$ cat config.mk
export PLATFORM = sky130hd
export DESIGN_NAME = clock_timer_core
export DESIGN_NICKNAME = d
export VERILOG_FILES = /design/src/rtl/clock_timer_core_pkg.sv /design/src/rtl/clock_timer_core_mod_counter.sv /design/src/rtl/clock_timer_core.sv
export SDC_FILE = /design/constraint.sdc
export NUM_CORES = 1
export LEC_CHECK = 0
export ABC_AREA = 1
export CAP_MARGIN = 20
export CORE_MARGIN = 8
export CORE_UTILIZATION = 40
export CTS_CLUSTER_DIAMETER = 80
export DETAILED_ROUTE_END_ITERATION = 12
export SYNTH_ARGS = -nofsm -noshare
export SYNTH_HDL_FRONTEND = slang
export SYNTH_HIERARCHICAL = 1
export SYNTH_SLANG_ARGS = --single-unit
$ cat constraint.sdc
create_clock -name clk -period 3.3 [get_ports clk]
set_clock_uncertainty 0.15 [all_clocks]
set_input_delay 0.33 -clock clk [delete_from_list [all_inputs] [get_ports clk]]
set_output_delay 0.33 -clock clk [all_outputs]
set_load 0.005 [all_outputs]
$ cat src/rtl/clock_timer_core_pkg.sv
// rtl/clock_timer_core_pkg.sv - shared mode encoding, field moduli and BCD helpers
package clock_pkg;

  typedef enum logic [1:0] {
    RUN       = 2'd0,
    SET_TIME  = 2'd1,
    SET_ALARM = 2'd2,
    RESERVED  = 2'd3
  } mode_e;

  localparam int unsigned SEC_MOD = 60;
  localparam int unsigned MIN_MOD = 60;

  localparam int K_MDEC = 0;
  localparam int K_MINC = 1;
  localparam int K_HDEC = 2;
  localparam int K_HINC = 3;

  function automatic logic [3:0] bcd_tens(input logic [5:0] v);
    return 4'(v / 6'd10);
  endfunction

  function automatic logic [3:0] bcd_ones(input logic [5:0] v);
    return 4'(v % 6'd10);
  endfunction

endpackage

$ cat src/rtl/clock_timer_core_mod_counter.sv
// rtl/clock_timer_core_mod_counter.sv - up/down modulo counter with clear and wrap carry
module mod_counter #(
  parameter int unsigned MODULUS = 60,
  parameter int unsigned WIDTH   = 6,
  parameter int unsigned INIT    = 0
) (
  input  logic             clk,
  input  logic             reset,
  input  logic             inc,
  input  logic             dec,
  input  logic             clr,
  output logic [WIDTH-1:0] value,
  output logic             carry
);

  localparam logic [WIDTH-1:0] MAXV  = WIDTH'(MODULUS - 1);
  localparam logic [WIDTH-1:0] INITV = WIDTH'(INIT);

  logic [WIDTH-1:0] value_q, value_d;

  // Next value: clear dominates, opposing inc/dec cancel, both directions wrap.
  always_comb begin
    value_d = value_q;
    if (clr) begin
      value_d = '0;
    end else if (inc && !dec) begin
      value_d = (value_q == MAXV) ? '0 : value_q + WIDTH'(1);
    end else if (dec && !inc) begin
      value_d = (value_q == '0) ? MAXV : value_q - WIDTH'(1);
    end
  end

  // Counter register.
  always_ff @(posedge clk or posedge reset) begin
    if (reset) value_q <= INITV;
    else       value_q <= value_d;
  end

  assign value = value_q;
  assign carry = inc && !dec && !clr && (value_q == MAXV);

endmodule

$ cat src/rtl/clock_timer_core.sv
// rtl/clock_timer_core.sv - parametrised time-of-day core with alarm, key edges and display feed
module clock_timer_core
  import clock_pkg::*;
#(
  parameter int unsigned TICKS_PER_SEC = 50_000_000,
  parameter int unsigned BLINK_HALF    = TICKS_PER_SEC / 2,
  parameter int unsigned HOUR_MOD      = 24,
  parameter int unsigned INIT_HOURS    = 23,
  parameter int unsigned INIT_MINUTES  = 55,
  parameter int unsigned ALARM_SECS    = 60
) (
  input  logic        clk,
  input  logic        reset,
  input  logic [1:0]  mode,
  input  logic [3:0]  key_n,
  input  logic        alarm_en,
  output logic [4:0]  hours,
  output logic [5:0]  minutes,
  output logic [5:0]  seconds,
  output logic [15:0] disp_bcd,
  output logic [3:0]  disp_blank,
  output logic [7:0]  sec_led,
  output logic        blink,
  output logic        sec_tick,
  output logic        alarm
);

  localparam int unsigned PW = (TICKS_PER_SEC > 1) ? $clog2(TICKS_PER_SEC) : 1;
  localparam int unsigned BW = (BLINK_HALF > 1) ? $clog2(BLINK_HALF) : 1;
  localparam int unsigned AW = $clog2(ALARM_SECS + 1);
  localparam logic [PW-1:0] PRESC_LAST = PW'(TICKS_PER_SEC - 1);
  localparam logic [BW-1:0] BLINK_LAST = BW'(BLINK_HALF - 1);
  localparam logic [AW-1:0] ALARM_LAST = AW'(ALARM_SECS - 1);
  localparam logic [5:0]    SEC_LAST   = 6'(SEC_MOD - 1);
  localparam logic [5:0]    MIN_LAST   = 6'(MIN_MOD - 1);
  localparam logic [4:0]    HOUR_LAST  = 5'(HOUR_MOD - 1);

  mode_e md;
  logic  in_set_time, in_set_alarm;

  logic [3:0] key_sync1_q, key_sync2_q, key_hist_q, key_press;

  logic [PW-1:0] presc_q, presc_d;
  logic [BW-1:0] blink_cnt_q, blink_cnt_d;
  logic [AW-1:0] alm_cnt_q, alm_cnt_d;
  logic          blink_q, blink_d, tick_d, sec_tick_q, alarm_q, alarm_d;

  logic       sec_carry, min_carry, hr_carry, alm_min_carry, alm_hr_carry;
  logic       clr_sec, alarm_hit;
  logic [5:0] alm_min, min_next;
  logic [4:0] alm_hr, hr_next, new_hr, sel_h;
  logic [5:0] sel_m;
  logic       unused_carries;

  assign md           = mode_e'(mode);
  assign in_set_time  = (md == SET_TIME);
  assign in_set_alarm = (md == SET_ALARM);

  // Two-flop synchronizer plus history; a press is the first synchronized low.
  always_ff @(posedge clk or posedge reset) begin
    if (reset) begin
      key_sync1_q <= 4'hF;
      key_sync2_q <= 4'hF;
      key_hist_q  <= 4'hF;
    end else begin
      key_sync1_q <= key_n;
      key_sync2_q <= key_sync1_q;
      key_hist_q  <= key_sync2_q;
    end
  end

  assign key_press = key_hist_q & ~key_sync2_q;

  // Prescaler, blink phase and alarm next-state; a coinciding set beats any clear.
  always_comb begin
    tick_d      = !in_set_time && (presc_q == PRESC_LAST);
    presc_d     = (in_set_time || tick_d) ? '0 : presc_q + PW'(1);
    blink_cnt_d = (blink_cnt_q == BLINK_LAST) ? '0 : blink_cnt_q + BW'(1);
    blink_d     = blink_q ^ (blink_cnt_q == BLINK_LAST);
    alarm_d     = alarm_q;
    alm_cnt_d   = alm_cnt_q;
    if (tick_d && alarm_q) begin
      alm_cnt_d = alm_cnt_q + AW'(1);
      if (alm_cnt_q == ALARM_LAST) alarm_d = 1'b0;
    end
    if ((|key_press) || !alarm_en) alarm_d = 1'b0;
    if (alarm_hit) begin
      alarm_d   = 1'b1;
      alm_cnt_d = '0;
    end
  end

  // Timing and alarm state registers.
  always_ff @(posedge clk or posedge reset) begin
    if (reset) begin
      presc_q     <= '0;
      blink_cnt_q <= '0;
      blink_q     <= 1'b0;
      sec_tick_q  <= 1'b0;
      alarm_q     <= 1'b0;
      alm_cnt_q   <= '0;
    end else begin
      presc_q     <= presc_d;
      blink_cnt_q <= blink_cnt_d;
      blink_q     <= blink_d;
      sec_tick_q  <= tick_d;
      alarm_q     <= alarm_d;
      alm_cnt_q   <= alm_cnt_d;
    end
  end

  // Minute adjust clears seconds only when it actually moves the minute.
  assign clr_sec = in_set_time && (key_press[K_MDEC] ^ key_press[K_MINC]);

  mod_counter #(.MODULUS(SEC_MOD), .WIDTH(6), .INIT(0)) u_sec (
    .clk(clk), .reset(reset), .inc(tick_d), .dec(1'b0), .clr(clr_sec),
    .value(seconds), .carry(sec_carry)
  );

  mod_counter #(.MODULUS(MIN_MOD), .WIDTH(6), .INIT(INIT_MINUTES)) u_min (
    .clk(clk), .reset(reset),
    .inc(sec_carry || (in_set_time && key_press[K_MINC])),
    .dec(in_set_time && key_press[K_MDEC]), .clr(1'b0),
    .value(minutes), .carry(min_carry)
  );

  // Manual minute wraps must not ripple into hours, hence the tick qualifier.
  mod_counter #(.MODULUS(HOUR_MOD), .WIDTH(5), .INIT(INIT_HOURS)) u_hr (
    .clk(clk), .reset(reset),
    .inc((min_carry && tick_d) || (in_set_time && key_press[K_HINC])),
    .dec(in_set_time && key_press[K_HDEC]), .clr(1'b0),
    .value(hours), .carry(hr_carry)
  );

  mod_counter #(.MODULUS(MIN_MOD), .WIDTH(6), .INIT(0)) u_alm_min (
    .clk(clk), .reset(reset),
    .inc(in_set_alarm && key_press[K_MINC]),
    .dec(in_set_alarm && key_press[K_MDEC]), .clr(1'b0),
    .value(alm_min), .carry(alm_min_carry)
  );

  mod_counter #(.MODULUS(HOUR_MOD), .WIDTH(5), .INIT(0)) u_alm_hr (
    .clk(clk), .reset(reset),
    .inc(in_set_alarm && key_press[K_HINC]),
    .dec(in_set_alarm && key_press[K_HDEC]), .clr(1'b0),
    .value(alm_hr), .carry(alm_hr_carry)
  );

  assign unused_carries = hr_carry ^ alm_min_carry ^ alm_hr_carry;

  // The alarm matches the time the tick is about to produce, which is always hh:mm:00.
  assign min_next  = (minutes == MIN_LAST) ? 6'd0 : minutes + 6'd1;
  assign hr_next   = (hours == HOUR_LAST) ? 5'd0 : hours + 5'd1;
  assign new_hr    = (minutes == MIN_LAST) ? hr_next : hours;
  assign alarm_hit = alarm_en && tick_d && (seconds == SEC_LAST) &&
                     (min_next == alm_min) && (new_hr == alm_hr);

  assign sel_h      = in_set_alarm ? alm_hr  : hours;
  assign sel_m      = in_set_alarm ? alm_min : minutes;
  assign disp_bcd   = {bcd_tens({1'b0, sel_h}), bcd_ones({1'b0, sel_h}),
                       bcd_tens(sel_m), bcd_ones(sel_m)};
  assign disp_blank = (in_set_time || in_set_alarm) ? {4{blink_q}} : 4'h0;
  assign sec_led    = {2'b00, in_set_time ? (seconds & {6{~blink_q}}) : seconds};
  assign blink      = blink_q;
  assign sec_tick   = sec_tick_q;
  assign alarm      = alarm_q;

endmodule

# After elaboration in Yosys (flattened, before gate mapping)
# Cells that the tools add are included.
dict set report word_totals {
  in_bits 9
  ff_bits 100
}
dict set report classes {
  reduce_logical 57
  div 4
  n_eq_ne 12
  muxes 32
  add_sub_neg 12
  bitwise 6
}
# op n
set ops {}
lappend ops {{6-bit two-way mux} 15}
lappend ops {{5-bit two-way mux} 10}
lappend ops {{1-bit logical AND} 27}
lappend ops {{26-bit by 1-bit adder with 26-bit output (second input constant)} 1}
lappend ops {{26-bit == test (second input constant)} 1}
lappend ops {{26-bit two-way mux} 1}
lappend ops {{25-bit by 1-bit adder with 25-bit output (second input constant)} 1}
lappend ops {{25-bit == test (second input constant)} 1}
lappend ops {{25-bit two-way mux} 1}
lappend ops {{6-bit by 1-bit adder with 6-bit output (second input constant)} 4}
lappend ops {{6-bit == test (second input constant)} 4}
lappend ops {{6-bit zero test} 2}
lappend ops {{2-bit nonzero test} 6}
lappend ops {{6-bit by 1-bit subtractor with 6-bit output (second input constant)} 2}
lappend ops {{1-bit zero test} 11}
lappend ops {{5-bit by 1-bit adder with 5-bit output (second input constant)} 2}
lappend ops {{5-bit == test (second input constant)} 2}
lappend ops {{5-bit zero test} 2}
lappend ops {{5-bit by 1-bit subtractor with 5-bit output (second input constant)} 2}
lappend ops {{6-bit bitwise AND} 1}
lappend ops {{5-bit by 4-bit divider with 6-bit output (second input constant)} 1}
lappend ops {{6-bit by 4-bit divider with 6-bit output (second input constant)} 1}
lappend ops {{6-bit == test} 1}
lappend ops {{5-bit by 4-bit modulo with 6-bit output (second input constant)} 1}
lappend ops {{14 further kinds} 23}

# Depth between registers and ports, before layout
dict set report depth {
  ltp_word 16
  ltp_mapped 21
  mapped_depth_nobuf 21
}

# By module
# The synthesis kept the hierarchy.
# mod cells_each instances area_per_inst_um2
set by_module_without_submodules {}
lappend by_module_without_submodules {clock_timer_core 747 1 5116.2}
lappend by_module_without_submodules {{mod_counter at u_alm_min ...} 91 2 569.3}
lappend by_module_without_submodules {{mod_counter at u_min} 91 1 575.6}
lappend by_module_without_submodules {{mod_counter at u_hr} 74 1 508.0}
lappend by_module_without_submodules {{mod_counter at u_alm_hr} 74 1 503.0}

# Worst setup path after synthesis
# No wires, ideal clock.
dict set report synth_timing {
  kind {register to register}
  start {register presc_q[0]}
  end {register u_hr.value_q[3] (netlist: u_hr/value[3])}
  t_arrival_ns 2.766
  synth_period_minus_slack_ns 3.034
  setup_ns 0.117
  path_stages_with_launch 21
  slack_ns 0.266
  n_path_buf 1
  t_required_ns 3.033
  path_cell_list {dfrtp_1 ha_1 nand2_1 nor2_4 nand2_2 nor2_4 nand4_1 nor2_1 nand2_2 nor3_1 o21bai_1 nand2_2 nor3_1 nand2_1 o21ai_0 nand2_2 buf_6 a21oi_1 nand2_1 nand3_1 nand2_1}
}
dict set report synth_between {
  elab_chain_cells 12
  elab_cells_between_ends 14
  classes_between {1 x eq/ne; 1 x mux; 12 x reduce/logical}
}
# element line
set synth_lines {}
lappend synth_lines {{start: declaration} clock_timer_core.sv:43} ;# logic [PW-1:0] presc_q, presc_d;
lappend synth_lines {{start signal: assignment} clock_timer_core.sv:103} ;# presc_q <= presc_d;
lappend synth_lines {{26-bit == test *} clock_timer_core.sv:76} ;# tick_d = !in_set_time && (presc_q == PRESC_LAST);
lappend synth_lines {{1-bit logical AND *} clock_timer_core.sv:76}
lappend synth_lines {{named net tick_d} clock_timer_core.sv:46} ;# logic blink_q, blink_d, tick_d, sec_tick_q, alarm_q, alarm_d;
lappend synth_lines {{1-bit logical AND * (2 in series)} clock_timer_core_mod_counter.sv:40} ;# assign carry = inc && !dec && !clr && (value_q == MAXV);
lappend synth_lines {{named net sec_carry} clock_timer_core.sv:48} ;# logic sec_carry, min_carry, hr_carry, alm_min_carry, alm_hr_carry;
lappend synth_lines {{1-bit logical OR *} clock_timer_core.sv:122} ;# .inc(sec_carry || (in_set_time && key_press[K_MINC])),
lappend synth_lines {{1-bit logical AND * (2 in series)} clock_timer_core_mod_counter.sv:40}
lappend synth_lines {{named net min_carry} clock_timer_core.sv:48}
lappend synth_lines {{1-bit logical AND *} clock_timer_core.sv:130} ;# .inc((min_carry && tick_d) || (in_set_time && key_press[K_HINC])),
lappend synth_lines {{1-bit logical OR *} clock_timer_core.sv:130}
lappend synth_lines {{1-bit zero test} clock_timer_core_mod_counter.sv:28} ;# end else if (dec && !inc) begin
lappend synth_lines {{1-bit logical AND} clock_timer_core_mod_counter.sv:28}
lappend synth_lines {{2-bit nonzero test (no source line)} --}
lappend synth_lines {{end signal: assignment} clock_timer_core_mod_counter.sv:36} ;# else value_q <= value_d;
lappend synth_lines {{end: declaration} clock_timer_core_mod_counter.sv:19} ;# logic [WIDTH-1:0] value_q, value_d;
# The timed path passes the listed nets; every way through them passes the cells marked *.
# A chain may end at the register's enable or synchronous reset.

# Final worst setup path
dict set report layout_timing {
  start {input port mode[1]}
  end {output port disp_bcd[1]}
}
dict set report layout_between {
  elab_chain_cells 3
}
# element line
set layout_lines {}
lappend layout_lines {{start: declaration} clock_timer_core.sv:14} ;# input logic [1:0] mode,
lappend layout_lines {{2-bit == test} clock_timer_core.sv:57} ;# assign in_set_alarm = (md == SET_ALARM);
lappend layout_lines {{6-bit two-way mux} clock_timer_core.sv:159} ;# assign sel_m = in_set_alarm ? alm_min : minutes;
lappend layout_lines {{6-bit by 4-bit modulo with 6-bit output} clock_timer_core_pkg.sv:24} ;# return 4'(v % 6'd10);
lappend layout_lines {{end: declaration} clock_timer_core.sv:20} ;# output logic [15:0] disp_bcd,
# Every way passes these cells.

==> metrics.md <==
| Metric | Value |
|---|---|
| Outcome | complete, no violations |
| Vias in the first global route | 6800 |
| Post-route minimum period | 3.15 ns |
| CP arrival | 2.67 ns |
| Input/output buffers | 51 |
| Non-filler cells in the finished layout | 1555 |
| Critical Path Sink Type | output pin |
| Final net count | 1320 |
| Worst hold slack | 0.206 ns |
| DRC | 0 |
| Final WS setup | 0.153 ns |
| Core Util, Final | 48.4% |
| Width of the die | 156 um |
| Die Y | 156 um |
| CTS buffer count | 9 |
| Startpoint Class | input pin |
| Tcrit/Tclk final | 95.4% |
| F_max | 318 MHz |
| Slew @ Worst Pin | 0.584 ns |
| DRT Pass-1 Iters | 5 |
| Max_cap viols | 0 |
| H-tree levels | 3 |
| N_diodes | 0 |
| Path type of the worst min-delay path | register to register |
| Pin count of the biggest net entering global routing | 30 |
| Die area | 0.0243 sq mm |
| Initial antenna violation count | 0 |
| Worst IR drop on VDD | 274 uV |
| Global route overflow | 0 |
| Lkg Pwr | 4.60 nW |
| Share of cells above drive strength 1 | 16.4% |
| Row cnt | 51 |
| Clock Tree Buf Depth | 2 |
| Global-route wire length before repair | 32.0 mm |
| RePlAce Congestion | 0.882 |
| Tot GR Track Use | 16.0% |
| Vias | 7385 |
| CP Class | input pin to output pin |
| CORE AREA | 0.0193 sq mm |
| Syn Std Cell Area | 0.00781 sq mm |
| Clock latency at the later pin of the worst-skew pair | 0.35 ns |
| Clock sink count | 100 |
| Final WL | 19.1 mm |
| Power per cell area | 629 mW/mm^2 |
| Top-Level Pins | 57 |
| Total power draw | 5.89 mW |
| CTS tree | yes |
| Root buffer cell | clkbuf_16 |
| Critical Path RT | 2.82 ns |
| Placed insts | 1531 |
| Dpl ws | -0.416 ns |
| Initial DRC Count | 372 |
| Syn_area_per_cell | 6.70 sq um |
| Detailed Place HPWL | 15.2 mm |
| Vias per cell | 4.75 |
| Final Hold Vio Count | 0 |
| Slew Limit Headroom | 61.0% |
| Post-Synthesis Cells | 1165 |
| Clock-pin slew on the worst setup and hold paths | 0.07 ns |
| Antenna Nets Post-Route | 0 |
| Ys Warns | 6 |
| Final setup violation count | 0 |
| Initial Utilization | 40.4% |
| Slew Limit Fails | 0 |
| Wire per inst | 12.3 um |
| RSZ-0062 raised after global routing | no |
| Area Growth Syn to Fin | 19.9% |
| CP Max Fanout | 6 |
## cells in the final DEF, fill, tap and decap left out, drive strengths merged
cell / n
nand2: 339
inv: 195
nor2: 141
nand3: 120
dfrtp: 79
buf: 64
o21ai: 61
clkdlybuf4s50: 42
nand4: 37
nor3: 29
a21oi: 28
ha: 26
xor2: 22
dfstp: 21
conb: 16
clkbuf: 12
clkinv: 10
nand3b: 10
dlygate4sd2: 6
nor4: 6
xnor2: 5
o21a: 3
a31oi: 3
nor3b: 3
and2: 2
clkinvlp: 2
clkdlybuf4s15: 2
or4: 1
and3: 1
or2: 1
o211ai: 1
o21bai: 1
dlymetal6s2s: 1
## metrics by stage
step / TNS (ns) / area, sq um
floorplan: 0 / 7870
global placement: -2.05 / 8990
detailed placement: -2.48 / 8990
CTS: 0 / 9310
global route: 0 / 9370
finish: 0 / 9370
## path summary, 6_finish.rpt
path	from	endpoint	slack, ns	depth (start not counted)
hold reg to reg	key_sync1_q[3]	key_sync2_q[3]	0.21	0
max in group asynchronous	reset	presc_q[3]	1.79	3
min in group asynchronous	reset	u_alm_hr/value[0]	0.37	2
setup reg to reg	presc_q[0]	u_hr/value[3]	0.25	21
setup / recovery	mode[1]	disp_bcd[1]	0.15	20
hold / removal	key_sync1_q[3]	key_sync2_q[3]	0.21	0
## layer usage
layer / wire [um] / global-route usage, % / up-vias
met5: 0 / 0 / -
li1: - / - / 3895
met3: 720 / 2.80 / 17
met1: 9130 / 20.2 / 3351
met4: 255 / 4.02 / 0
met2: 9030 / 27.6 / 122
## report_power, final
| part | switching, mW | internal, mW |
|---|---|---|
| sequential | 0.265 | 1.42 |
| clock | 0.475 | 0.557 |
| combinational | 1.72 | 1.46 |
## registers in the layout, summed over array words and instances, names as in the netlist
register and cells:
key_sync2_q 4, u_alm_hr/value 5, u_alm_min/value 6, alarm 1
presc_q 26, u_hr/value 5, blink 1, blink_cnt_q 25
u_sec/value 6, key_hist_q 4, alm_cnt_q 6, sec_tick 1
key_sync1_q 4, u_min/value 6
## final cells by class
| cell class | count | area (sq um) |
|---|---|---|
| well taps | 265 | 332 |
| clock buffers | 12 | 256 |
| repair buffers | 115 | 1010 |
| fillers | 2002 | 9970 |
| clock inverters | 4 | 32.5 |
| inverters | 203 | 762 |
| flip-flops and latches | 100 | 2530 |
| multi-input cells | 856 | 4440 |
## what timing repair did
item | in CTS | in global routing
setup buffers | 3 | 4
hold buffers | 0 | 0
endpoints found under the setup margin | 9 | 8
resized for setup | 13 | 8
gates cloned | 0 | 1
pin swaps | 4 | 4
## worst max-delay path: stages
cell and delay [ns]:
dlygate4sd2_1 0.25, ha_2 0.20, buf_12 0.14, inv_2 0.06, nand2_1 0.06, nand2_2 0.07
inv_2 0.04, ha_1 0.27, inv_1 0.04, nor2_1 0.11, a21oi_2 0.06, buf_4 0.13
buf_4 0.12, buf_4 0.12, o21ai_1 0.13, buf_4 0.15, nand2_4 0.06, nand2_1 0.05
nand2_1 0.04, dlygate4sd2_1 0.25
(Power assumes the default switching activity.)
